`src/rtl/uart_frame_pkg.sv`:
```
// Shared types for the UART RX frame controller: FSM states,
// abort codes and the default start-of-frame marker.
package uart_frame_pkg;

  typedef enum logic [2:0] {
    S_IDLE,
    S_ADDR,
    S_LEN,
    S_PAYLOAD,
    S_CKSUM,
    S_DRAIN
  } state_e;

  typedef logic [1:0] err_code_t;

  localparam err_code_t ERR_TIMEOUT = 2'b00;
  localparam err_code_t ERR_LINE    = 2'b01;
  localparam err_code_t ERR_LEN     = 2'b10;
  localparam err_code_t ERR_CKSUM   = 2'b11;

  localparam logic [7:0] SOF_DEFAULT = 8'hA5;

  function automatic logic is_rx_state(state_e s);
    return (s == S_ADDR) || (s == S_LEN) ||
           (s == S_PAYLOAD) || (s == S_CKSUM);
  endfunction

endpackage

```
`src/rtl/uart_frame_buf.sv`:
```
// Payload buffer: MAX_LEN x 8, synchronous write, asynchronous read.
// Storage is intentionally not reset.
module uart_frame_buf #(
  parameter int MAX_LEN = 16
) (
  input  logic                       CLK,
  input  logic                       we_i,
  input  logic [$clog2(MAX_LEN)-1:0] waddr_i,
  input  logic [7:0]                 wdata_i,
  input  logic [$clog2(MAX_LEN)-1:0] raddr_i,
  output logic [7:0]                 rdata_o
);

  logic [7:0] mem_q [MAX_LEN];

  always_ff @(posedge CLK) begin
    if (we_i) mem_q[waddr_i] <= wdata_i;
  end

  assign rdata_o = mem_q[raddr_i];

endmodule

```
`src/rtl/uart_rx_frame_ctrl.sv`:
```
// Frames the UART RX byte stream into checksummed register writes.
// Optional inter-byte timeout: define UART_RX_FRAME_TIMEOUT_EN.
module uart_rx_frame_ctrl
  import uart_frame_pkg::*;
#(
  parameter int         MAX_LEN       = 16,
  parameter logic [7:0] SOF_BYTE      = SOF_DEFAULT,
  parameter int         TIMEOUT_TICKS = 160
) (
  input  logic       CLK,
  input  logic       RST,
  input  logic       BAUD_X16_EN,
  input  logic [7:0] RX_DATA,
  input  logic       RX_DATA_RDY,
  input  logic       PARITY_ERR,
  input  logic       FRM_ERR,
  output logic       WR_EN,
  output logic [7:0] WR_ADDR,
  output logic [7:0] WR_DATA,
  input  logic       WR_RDY,
  output logic       FRAME_OK,
  output logic       FRAME_ERR,
  output logic [1:0] ERR_CODE,
  output logic       BUSY
);

  localparam int AW = $clog2(MAX_LEN);
  localparam int IW = AW + 1;
  localparam logic [IW-1:0] ONE = IW'(1);

  state_e          state_q, state_d;
  logic [7:0]      addr_q, addr_d;
  logic [IW-1:0]   len_q, len_d;
  logic [IW-1:0]   idx_q, idx_d;
  logic [7:0]      sum_q, sum_d;
  err_code_t       code_q, code_d;
  logic            ferr_q, ferr_d;

  logic            buf_we;
  logic [7:0]      buf_rd;
  logic            rx_st;
  logic            byte_ok;
  logic            line_err;
  logic            len_bad;
  logic            drain;
  logic            xfer;
  logic            last;
  logic [7:0]      sum_add;
  logic [IW-1:0]   idx_inc;
  logic            timeout_hit;

  assign rx_st    = is_rx_state(state_q);
  assign byte_ok  = RX_DATA_RDY & ~(PARITY_ERR | FRM_ERR);
  assign line_err = RX_DATA_RDY & (PARITY_ERR | FRM_ERR);
  assign len_bad  = (RX_DATA == 8'd0) || (RX_DATA > 8'(MAX_LEN));
  assign drain    = (state_q == S_DRAIN);
  assign xfer     = drain & WR_RDY;
  assign last     = (idx_q == len_q - ONE);
  assign sum_add  = sum_q + RX_DATA;
  assign idx_inc  = idx_q + ONE;

`ifdef UART_RX_FRAME_TIMEOUT_EN
  localparam int TW = $clog2(TIMEOUT_TICKS + 1);
  localparam logic [TW-1:0] TO_LAST = TW'(TIMEOUT_TICKS - 1);

  logic [TW-1:0] to_q, to_d;

  // Silence on the line counts only while a frame is in flight.
  assign timeout_hit = rx_st & ~RX_DATA_RDY & BAUD_X16_EN &
                       (to_q == TO_LAST);

  always_comb begin
    to_d = to_q;
    if (!rx_st || RX_DATA_RDY || timeout_hit) begin
      to_d = '0;
    end else if (BAUD_X16_EN) begin
      to_d = to_q + TW'(1);
    end
  end

  always_ff @(posedge CLK or negedge RST) begin
    if (!RST) to_q <= '0;
    else      to_q <= to_d;
  end
`else
  logic unused_baud;

  assign timeout_hit = 1'b0;
  assign unused_baud = BAUD_X16_EN ^ (TIMEOUT_TICKS == 0);
`endif

  uart_frame_buf #(
    .MAX_LEN (MAX_LEN)
  ) u_buf (
    .CLK     (CLK),
    .we_i    (buf_we),
    .waddr_i (idx_q[AW-1:0]),
    .wdata_i (RX_DATA),
    .raddr_i (idx_q[AW-1:0]),
    .rdata_o (buf_rd)
  );

  always_ff @(posedge CLK or negedge RST) begin
    if (!RST) begin
      state_q <= S_IDLE;
      addr_q  <= '0;
      len_q   <= '0;
      idx_q   <= '0;
      sum_q   <= '0;
      code_q  <= ERR_TIMEOUT;
      ferr_q  <= 1'b0;
    end else begin
      state_q <= state_d;
      addr_q  <= addr_d;
      len_q   <= len_d;
      idx_q   <= idx_d;
      sum_q   <= sum_d;
      code_q  <= code_d;
      ferr_q  <= ferr_d;
    end
  end

  always_comb begin
    state_d = state_q;
    addr_d  = addr_q;
    len_d   = len_q;
    idx_d   = idx_q;
    sum_d   = sum_q;
    code_d  = code_q;
    ferr_d  = 1'b0;
    buf_we  = 1'b0;
    unique case (1'b1)
      rx_st && line_err: begin
        state_d = S_IDLE;
        ferr_d  = 1'b1;
        code_d  = ERR_LINE;
      end
      rx_st && timeout_hit: begin
        state_d = S_IDLE;
        ferr_d  = 1'b1;
        code_d  = ERR_TIMEOUT;
      end
      default: begin
        unique case (state_q)
          S_IDLE: begin
            if (byte_ok && RX_DATA == SOF_BYTE) state_d = S_ADDR;
          end
          S_ADDR: begin
            if (byte_ok) begin
              addr_d  = RX_DATA;
              sum_d   = RX_DATA;
              state_d = S_LEN;
            end
          end
          S_LEN: begin
            if (byte_ok && len_bad) begin
              state_d = S_IDLE;
              ferr_d  = 1'b1;
              code_d  = ERR_LEN;
            end else if (byte_ok) begin
              len_d   = RX_DATA[IW-1:0];
              sum_d   = sum_add;
              idx_d   = '0;
              state_d = S_PAYLOAD;
            end
          end
          S_PAYLOAD: begin
            if (byte_ok) begin
              buf_we = 1'b1;
              sum_d  = sum_add;
              idx_d  = idx_inc;
              if (idx_inc == len_q) state_d = S_CKSUM;
            end
          end
          S_CKSUM: begin
            if (byte_ok && sum_add == 8'd0) begin
              idx_d   = '0;
              state_d = S_DRAIN;
            end else if (byte_ok) begin
              state_d = S_IDLE;
              ferr_d  = 1'b1;
              code_d  = ERR_CKSUM;
            end
          end
          S_DRAIN: begin
            // Incoming bytes are dropped here; only WR_RDY moves us on.
            if (xfer && last) state_d = S_IDLE;
            else if (xfer)    idx_d   = idx_inc;
          end
          default: state_d = S_IDLE;
        endcase
      end
    endcase
  end

  always_comb begin
    WR_EN     = drain;
    WR_ADDR   = drain ? addr_q + 8'(idx_q) : 8'd0;
    WR_DATA   = drain ? buf_rd : 8'd0;
    FRAME_OK  = xfer & last;
    FRAME_ERR = ferr_q;
    ERR_CODE  = code_q;
    BUSY      = (state_q != S_IDLE);
  end

endmodule
```
`config.mk`:
```
export PLATFORM = sky130hd
export DESIGN_NAME = uart_rx_frame_ctrl
export DESIGN_NICKNAME = d
export VERILOG_FILES = /design/src/rtl/uart_frame_pkg.sv /design/src/rtl/uart_frame_buf.sv /design/src/rtl/uart_rx_frame_ctrl.sv
export SDC_FILE = /design/constraint.sdc
export NUM_CORES = 1
export LEC_CHECK = 0
export ABC_AREA = 1
export CAP_MARGIN = 20
export CORE_AREA = 2 2 141 115
export DETAILED_ROUTE_END_ITERATION = 10
export DIE_AREA = 0 0 143 117
export HOLD_SLACK_MARGIN = 0.02
export PLACE_DENSITY = 0.76
export SLEW_MARGIN = 20
export SYNTH_ARGS = -nofsm -noshare
export SYNTH_HDL_FRONTEND = slang
export SYNTH_HIERARCHICAL = 1
export SYNTH_SLANG_ARGS = --single-unit
```
`constraint.sdc`:
```
create_clock -name CLK -period 2.36 [get_ports CLK]
set_input_delay 0.472 -clock CLK [delete_from_list [all_inputs] [get_ports CLK]]
set_output_delay 0.472 -clock CLK [all_outputs]
set_load 0.03 [all_outputs]
```
; ---- Yosys cells after proc, flatten, opt, wreduce, memory -nomap -nowiden
; Memory sizes are Yosys's and may differ from the RTL's.
; Cells that the tools add are included.
; Widths: inputs -> output; s select.
[totals]
regBits = 32
mem_count = 1
out_inout_bits = 22
inputBits = 15
latch_bits = 0
ram_bits = 128
word_cells = 106
rom_bits = 0
[op_classes]
shifts = 0
n_lt_le_gt_ge = 1
addsub = 4
bitwise_logic = 8
div_mod_pow = 0
n_mux = 38
multipliers = 0
n_eq_ne = 25
n_reduce_logical = 22
[mem_list]
columns = name, words, width, read_ports, rd_clocked_by_memory_dff, write_ports, line
row1 = u_buf.mem_q, 16, 8, 1, 0, 1, uart_frame_buf.sv:14  ; logic [7:0] mem_q [MAX_LEN];
[ops]
columns = cell, count
row1 = $mux 8, 5
row2 = $mux 3, 10
row3 = $mux 5, 6
row4 = $pmux 8 s3, 1
row5 = $pmux 5 s4, 1
row6 = $pmux 3 s6, 1
row7 = $logic_not 8->1, 2
row8 = $reduce_and 4->1, 3
row9 = $eq 5x5->1, 2
row10 = $ne 2x2->1 const B, 5
row11 = $ne 3x1->1 const B, 3
row12 = $ne 3x2->1 const B, 3
row13 = $reduce_bool 3->1, 3
row14 = $add 8x5->8, 1
row15 = $add 8x8->8, 1
row16 = $eq 8x8->1 const B, 1
row17 = $gt 8x5->1 const B, 1
row18 = $mux 1, 8
row19 = $mux 2, 4
row20 = $ne 4x2->1 const B, 2
row21 = $reduce_and 8->1, 1
row22 = $reduce_and 7->1, 1
row23 = $eq 3x2->1 const B, 2
row24 = $eq 3x3->1 const B, 2
row25 = 15 further kinds, 29

; ---- Logic depth before layout (Yosys ltp)
; Gate-level depths: netlist (run 1).
[depth]
depth_word = 8
mapped_depth = 15
mapped_depth_nobuf = 15

; ---- By module
; Netlist (run 1), hierarchy kept.
[by_module_without_submodules]
columns = mod, area_each_um2, cells_per_inst, n_inst, seq_area_each_um2
row1 = uart_frame_buf, 5606.6, 543, 1, 3843.7
row2 = uart_rx_frame_ctrl, 2695.1, 427, 1, 800.8

; ---- Least setup slack after synthesis (run 1)
; Ideal clock, no wire load.
[synth_path]
kind = flip-flop to output port
startpoint = register idx_q[0]
endpoint = output WR_ADDR[6]
t_arrival_ps = 2141
stages_incl_launch_ff = 10
t_required_ps = 1888
path_buffers = 0
setup_slack_ps = -253
path_cell_list = dfrtp_1 > ha_1 > fa_1 > nand2_1 > inv_1 > o21ai_0 > a21boi_0 > nor2_1 > nor2_1 > a21oi_1
[synth_via]
elab_chain_cells = 2
[synth_lines]
columns = element, line
row1 = "start, declared", uart_rx_frame_ctrl.sv:34  ; logic [IW-1:0] idx_q, idx_d;
row2 = "start signal, assigned", uart_rx_frame_ctrl.sv:116  ; idx_q <= idx_d;
row3 = $add 8x5->8, uart_rx_frame_ctrl.sv:198  ; WR_ADDR = drain ? addr_q + 8'(idx_q) : 8'd0;
row4 = $mux 8, uart_rx_frame_ctrl.sv:198
row5 = "end, declared", uart_rx_frame_ctrl.sv:18  ; output logic [7:0] WR_ADDR,
; Every way passes these cells.

; ---- Worst setup path after layout (run 1)
[layout_path]
startpoint = register addr_q[0]
endpoint = output WR_ADDR[6]
[layout_via]
elab_chain_cells = 2
[layout_lines]
columns = element, line
row1 = "start, declared", uart_rx_frame_ctrl.sv:32  ; logic [7:0] addr_q, addr_d;
row2 = "start signal, assigned", uart_rx_frame_ctrl.sv:114  ; addr_q <= addr_d;
row3 = $add 8x5->8, uart_rx_frame_ctrl.sv:198
row4 = $mux 8, uart_rx_frame_ctrl.sv:198
; Every way passes these cells.

==> results of run 1 <==
[cell usage after synthesis, drive strengths merged]
cell type,instances
a21boi,1
a21oi,13
buf,27
clkbuf,4
dfrtp,32
edfxtp,128
fa,2
ha,15
inv,174
nand2,322
nand3,136
nand3b,2
nand4,2
nor2,64
nor3,10
nor4,1
o21ai,33
or2,1
xnor2,1
xor2,2
[per-layer routing]
layer | global-route usage | wire length (um) | vias to the layer above
met2 | 0.477 | 12300 | 430
met5 | 0 | 0 | -
met1 | 0.359 | 9650 | 3518
li1 | - | - | 3339
met4 | 0.114 | 1000 | 0
met3 | 0.0586 | 2260 | 95
[state kept, by name, summed over array words and instances (netlist names)]
register	cells
addr_q	8
FRAME_ERR	1
ERR_CODE	2
u_buf/mem_q	128
len_q	5
sum_q	8
state_q	3
idx_q	5
[worst register-to-register path: cells and delay by family, from the launching register on]
kind | cells | cell delay [ns]
fa+ha+maj | 1 | 0.17
buf+inv | 6 | 0.70
compound gates | 1 | 0.06
simple gates | 11 | 0.97
flops | 1 | 0.41
[logic make-up after synthesis]
kind of cell | after synthesis
simple gates | 538
buf+inv | 205
flops | 160
compound gates | 47
fa+ha+maj | 17
xor+xnor | 3
[cell usage in the layout, fill, tap and decap left out, types with 2 or more instances in the layout]
master,count
nand2_4,16
buf_8,5
o21ai_2,6
dfrtp_1,29
nand2_1,258
clkinv_4,3
nand3_1,56
inv_2,12
clkbuf_16,23
bufinv_16,3
nand2_2,48
inv_1,158
ha_1,10
nor2_2,10
nand3b_1,2
nand3_2,70
nand3_4,10
clkinv_2,2
nor2_4,8
dlygate4sd2_1,2
clkinv_1,2
o21ai_0,24
nor2_1,46
o21ai_1,3
clkdlybuf4s50_1,14
buf_12,8
dfrtp_2,3
clkbuf_1,3
a21oi_1,11
nor3_4,2
ha_4,4
nand4_1,2
xor2_1,2
edfxtp_1,128
clkinvlp_4,2
buf_6,16
buf_16,4
nor3_1,7
buf_4,76
[layout make-up]
cell class                 instances  area (um2)
clock buffer                      20         437
multi-input combinational        605        3640
timing repair inverter             1        16.3
clock inverter                    11         141
sequential                       160        4650
timing repair buffer             133        1430
tap                              215         269
fill                             968        4180
inverter                         174         691
[through the flow]
step                setup slack, ns  hold WS [ns]
floorplan                   0.00301         0.176
global placement             -0.586         0.460
detailed placement           -0.589         0.474
CTS                          -0.377         0.475
global route                 -0.472         0.510
finish                       -0.401         0.461
[repair_timing]
item | in CTS | in global routing
buffers inserted | 20 | 15
gates cloned | 7 | 8
endpoints found under the hold margin | 0 | 0
pin swaps | 20 | 92
gates resized for setup | 91 | 180
setup endpoints to repair | 24 | 27
[power breakdown]
part	internal, mW	switching (mW)
clock network	1.65	1.10
logic	1.63	2.30
registers	3.26	0.211
[worst max-delay path by stage]
stage,cells after the start,startpoint,slack [ns],end
after floorplan,7,idx_q[0],0.003,WR_ADDR[4]
after global placement,12,RX_DATA[0],-0.59,idx_q[0]
after detailed placement,12,RX_DATA[0],-0.59,idx_q[2]
after CTS,11,idx_q[0],-0.38,WR_ADDR[6]
after global routing,11,addr_q[0],-0.47,WR_ADDR[6]
final,11,addr_q[0],-0.40,WR_ADDR[6]
==> impl_results.md, run 1 <==
* Status: finished, violations left
* Failing checks: setup timing
* Power per Cell Area at 901 nW/um2
* Initial core utilization at 0.538
* Leakage at 5.12 nW
* Slew Viols, Final at 0
* PortBufs at 35
* Critical path's slowest cell: dfrtp_1
* R2r worst-path depth at 19
* Die X at 143 um
* Crit-path cells: ha_4 > fa_2 > nand2_2 > inv_2 > o21ai_2 > a21boi_2 > nor2_2 > nor2_2 > o21ai_2 > a21oi_4 > buf_6
* Mux cell area share after synthesis at 0
* Share of the yosys chip area belonging to registers at 0.559
* Via Count at 7382
* Die Y at 117 um
* Synthesized area at 8300 um2
* Setup violators final at 18
* I/O pins at 37
* WP data required at 1.89 ns
* Area share of the largest cell type after synthesis at 0.463
* Critical path endpoint category: primary output
* Largest family of logic cells by synthesized area: simple AND/OR/NAND/NOR gates
* RSZ-0062 raised after global routing: true
* Area growth from synthesis to layout at 35.7%
* Initial drt markers at 783
* Reg2reg start: idx_q[0]
* Final ANT Viol Nets at 0
* Standard-cell row count at 41
* Synth cell types at 33
* Post-layout net count at 1124
* Util after Layout at 0.730
* Drt first pass iters at 6
* Min setup slack post-route at -0.401 ns
* Core Region at 15400 um2
* Worst r2r dst: state_q[1]
* TritonCTS buffer count at 17
* Simple-gate portion of the synthesized area at 0.275
* Gr usage total at 0.281
* Clock transition at the registers of the reported paths at 0.06 ns
* WL/cell at 19.1 um
* Worst-margin pin slew at 0.556 ns
* Clock skew at 0.0128 ns
* Largest net degree at the start of global routing at 33
* Seq cells post-synth at 160
* Layout cells sized above 1 at 0.310
* N_diodes at 0
* Post-synthesis adder-cell area fraction at 0.0274
* TNS Setup at -4.12 ns
* Critical path type: flip-flop to primary output
* CTS Sinks at 160
* DPL Wire Length at 13.0 mm
* Dpl cell area at 9160 um2
* Fin cells at 1319
* Worst-skew pair later-pin latency at 0.44 ns
* CTS root buf: clkbuf_16
* DRC Markers at 0
* Hold WC Path Type: primary input to asynchronous set/reset pin
* Area of the die at 16700 um2
* Critical Path Fanout Max at 2
* Syn_nets at 1002
* CTS Buffer Depth at 2
* Cts hold-fix bufs at 0
* Critical Path AT at 2.29 ns
* Drt total wl at 25.2 mm
* CTS tree: built
* Fmax at 362 MHz
* Post-synthesis xor/xnor area fraction at 0.00317
* Final Power at 10.2 mW
* Startpoint Class: flip-flop
* RD Place Congestion at 0.853
* GR Overflow Total at 0
* Slew headroom at 0.626
* Tcrit/Tclk final at 1.17
* Maximum VDD drop at 702 uV
* Cell taking the most area after synthesis: edfxtp_1
* Tmin final at 2.76 ns
* First-pass GRT wire length at 34.9 mm
* Synth Area in Compound Gates at 0.0300
* Max-Cap Viols at 0
* WP buf/inv at 2
* Mapped Cells at 970
* Placed Cells at 1248
* Initial antenna violation count at 0
* Number of failing hold endpoints at the final stage at 0
* Vias in the first global route at 6749
* Max incr delay on CP at 0.44 ns
* YS warnings at 6
* DR vias/cell at 5.60
* Worst path top cell family by delay: adder cells
* Post-route cell area at 11300 um2
* Syn avg cell area at 8.56 um2
* Reg2reg setup slack at -0.06 ns
* Synth top area cells: edfxtp_1 46%, nand2_1 14%, dfrtp_1 9.6%, nand3_1 8.1%, inv_1 7.6%
* H-tree Lvls at 4
Note: power is estimated with default switching activity, not from simulation.
==> inputs of run 2 (changes only) <==
clock period = 2.5 ns   (was 2.36 ns; I/O delays follow)
==> run 2 against run 1 <==
Effect of this change:
- the flow still finishes with violations (setup timing)
- register-to-register slack improved by 0.19 ns
- non-clock buffer count shrank 14
- clock skew is 0.0059 ns lower
- combinational power decreased by 22%
- wire length decreased by 14%
- hold slack gained 0.024 ns
- final area is 7.2% lower
- total power down 12%
- sequential share of layout area increased by 3.2 points
- flip-flop and latch count did not move
- critical path depth is the same
- clock power shrank 7%
- largest cell class unchanged
- highest routed layer unchanged
==> impl_results.md, run 2 (synthesis gave the netlist of run 1 again) <==
* WP buf/inv at 2 (unchanged)
* Area of the die at 16700 um2 (unchanged)
* Startpoint Class: flip-flop
* Max-Cap Viols at 0 (unchanged)
* Reg with most FFs: u_buf/mem_q
* CTS Buffer Depth at 2 (unchanged)
* TritonCTS buffer count at 17 (unchanged)
* DRC Markers at 0 (unchanged)
* Clock skew at 0.00695 ns (-0.00589 ns)
* WL/cell at 16.7 um (-13%)
* Worst-skew pair later-pin latency at 0.43 ns (about the same)
* Drt total wl at 21.8 mm (-14%)
* Layout cells sized above 1 at 0.196 (-0.114)
* Initial drt markers at 654 (-16%)
* Die X at 143 um (unchanged)
* First-pass GRT wire length at 34.2 mm (-2.2%)
* Final Power at 8.91 mW (-12%)
* Vias in the first global route at 6618 (-1.9%)
* Initial antenna violation count at 0 (unchanged)
* Failing checks: setup timing
* Initial core utilization at 0.538 (unchanged)
* Status: finished, violations left
* Flop pwr share at 0.367 (+0.025)
* CTS tree: built
* GR Overflow Total at 0 (unchanged)
* DR vias/cell at 5.28 (-5.6%)
* Area of the multi-input gates at 3070 um2 (-16%)
* Die Y at 117 um (unchanged)
* Standard-cell row count at 41 (unchanged)
* P_int at 5.93 mW (-9.4%)
* DPL Wire Length at 13.0 mm (-0.21%)
* Clk pwr share at 0.288 (+0.017)
* WP data required at 2.00 ns (+0.11 ns)
* Fmax at 364 MHz
* Critical path's slowest cell: dfrtp_2
* Slew Viols, Final at 0 (unchanged)
* Largest regs: u_buf/mem_q (128), addr_q (8), sum_q (8)
* Critical Path AT at 2.24 ns (-0.05 ns)
* Max FFs per register at 128 (unchanged)
* Maximum VDD drop at 636 uV (-9.3%)
* PortBufs at 35 (unchanged)
* Worst path top cell family by delay: adder cells
* Area growth from synthesis to layout at 26.0%
* Min setup slack post-route at -0.244 ns (+0.157 ns)
* Most frequent cells in the layout: 308 x nand2_1, 164 x inv_1, 128 x edfxtp_1
* Max incr delay on CP at 0.44 ns (about the same)
* CTS root buf: clkbuf_16
* I/O pins at 37 (unchanged)
* Number of failing hold endpoints at the final stage at 0 (unchanged)
* Sw frac at 0.335 (-0.0209)
* Tmin final at 2.74 ns
* Setup violators final at 13 (-5)
* Leakage at 4.84 nW (-5.5%)
* N_diodes at 0 (unchanged)
* Commonest non-fill, non-tap cell in the layout: nand2_1
* Via Count at 6886 (-6.7%)
* Largest net degree at the start of global routing at 33 (unchanged)
* Gr usage total at 0.273 (-0.00879)
* RD Place Congestion at 0.924 (+8.4%)
* Post-route cell area at 10500 um2 (-7.2%)
* Critical path endpoint category: primary output
* Hold WC Path Type: flip-flop to flip-flop
* Worst-margin pin slew at 0.466 ns (-0.0905 ns)
* Dpl cell area at 9140 um2 (-0.23%)
* H-tree Lvls at 4 (unchanged)
* Power per Cell Area at 852 nW/um2 (-5.5%)
* FF/Latch Area at 4650 um2 (about the same)
* RSZ-0062 raised after global routing: true
* Drt first pass iters at 5 (-1)
* Comb power frac at 0.345 (-0.042)
* Post-layout net count at 1109 (-1.3%)
* Critical Path Fanout Max at 2 (unchanged)
* Tcrit/Tclk final at 1.10
* Psw at 2.98 mW (-17%)
* Core Region at 15400 um2 (unchanged)
* Final ANT Viol Nets at 0 (unchanged)
* FILL cells at 1126 (+16%)
* Slew headroom at 0.689 (+0.0630)
* Critical path type: flip-flop to primary output
* CTS Sinks at 160 (unchanged)
* Clock transition at the registers of the reported paths at 0.06 ns (about the same)
* Crit-path cells: ha_4 > fa_2 > nand2_2 > inv_2 > o21ai_2 > a21boi_2 > nor2_1 > nor2_2 > o21ai_2 > a21oi_2 > buf_6
* Hold_ws at 0.485 ns (+0.0236 ns)
* Most repeated library cell on the critical path: o21ai_2
==> run 2: changes by cell type in the layout (fill, tap and decap cells not counted), moves of 3 or more <==
cell       change
buf_4          -3
nand2_1       +50
nor2_1         +3
nand3_4        -8
inv_2          -5
buf_6          -6
clkbuf_16      -4
inv_1          +6
nand3_2       -44
nand3_1       +52
nor2_4         -3
nand2_4       -15
nand2_2       -35
==> run 2: cell type report <==
cell class | instances | share of cell area
sequential | 160 | 0.444
multi-input combinational | 605 | 0.294
tap | 215 | 0.0257
clock inverter | 9 | 0.0129
timing repair buffer | 119 | 0.117
inverter | 174 | 0.0646
clock buffer | 21 | 0.0421
==> run 2: power by group through the flow <==
stage,logic (mW),clock network [mW],registers [mW]
after floorplan,1.79,0,3.31
after global placement,2.44,0,3.30
after detailed placement,2.50,0,3.30
after CTS,2.86,2.58,3.26
after global routing,3.43,2.71,3.29
final,3.07,2.57,3.27
==> run 2: stage by stage <==
| stage | setup TNS [ns] | setup slack, ns | util | std cells |
|---|---|---|---|---|
| after floorplan | 0 | 0.0329 | - | 970 |
| after global placement | -3.57 | -0.424 | 0.592 | 1248 |
| after detailed placement | -4.25 | -0.450 | 0.592 | 1248 |
| after CTS | -1.82 | -0.233 | 0.662 | 1293 |
| after global routing | -3.45 | -0.344 | 0.677 | 1303 |
| final | -2.17 | -0.244 | 0.677 | 1303 |
==> run 2: path summary, 6_finish.rpt <==
check | slack [ns] | end | startpoint | cells past startpoint
max in group asynchronous | 1.64 | idx_q[0] | RST | 2
worst max-delay path | -0.24 | WR_ADDR[6] | idx_q[0] | 11
worst max register to register | 0.13 | state_q[1] | idx_q[0] | 18
worst min-delay path | 0.48 | sum_q[2] | sum_q[2] | 2
min in group asynchronous | 0.52 | addr_q[7] | RST | 2
worst min register to register | 0.48 | sum_q[2] | sum_q[2] | 2
==> run 2: repair_timing <==
item	4_1_cts	5_1_grt
pin swaps	22	30
resized for setup	80	33
setup buffers	12	8
hold endpoints to repair	0	0
cloned	4	2
setup endpoints to repair	22	24
hold buffers	0	0
==> run 2: tightest hold or removal path, stage by stage (launching register included) <==
cell,delay [ns]
dfrtp_1,0.34
nand2_1,0.05
nand2_1,0.05
==> run 2: routing by layer <==
layer  vias to the layer above  share of wire  global-route usage
li1                       3312              -                   -
met1                      3195           0.39               0.346
met2                       314           0.49               0.463
met3                        65          0.083              0.0582
met4                         0          0.032               0.112
met5                         -              0                   0
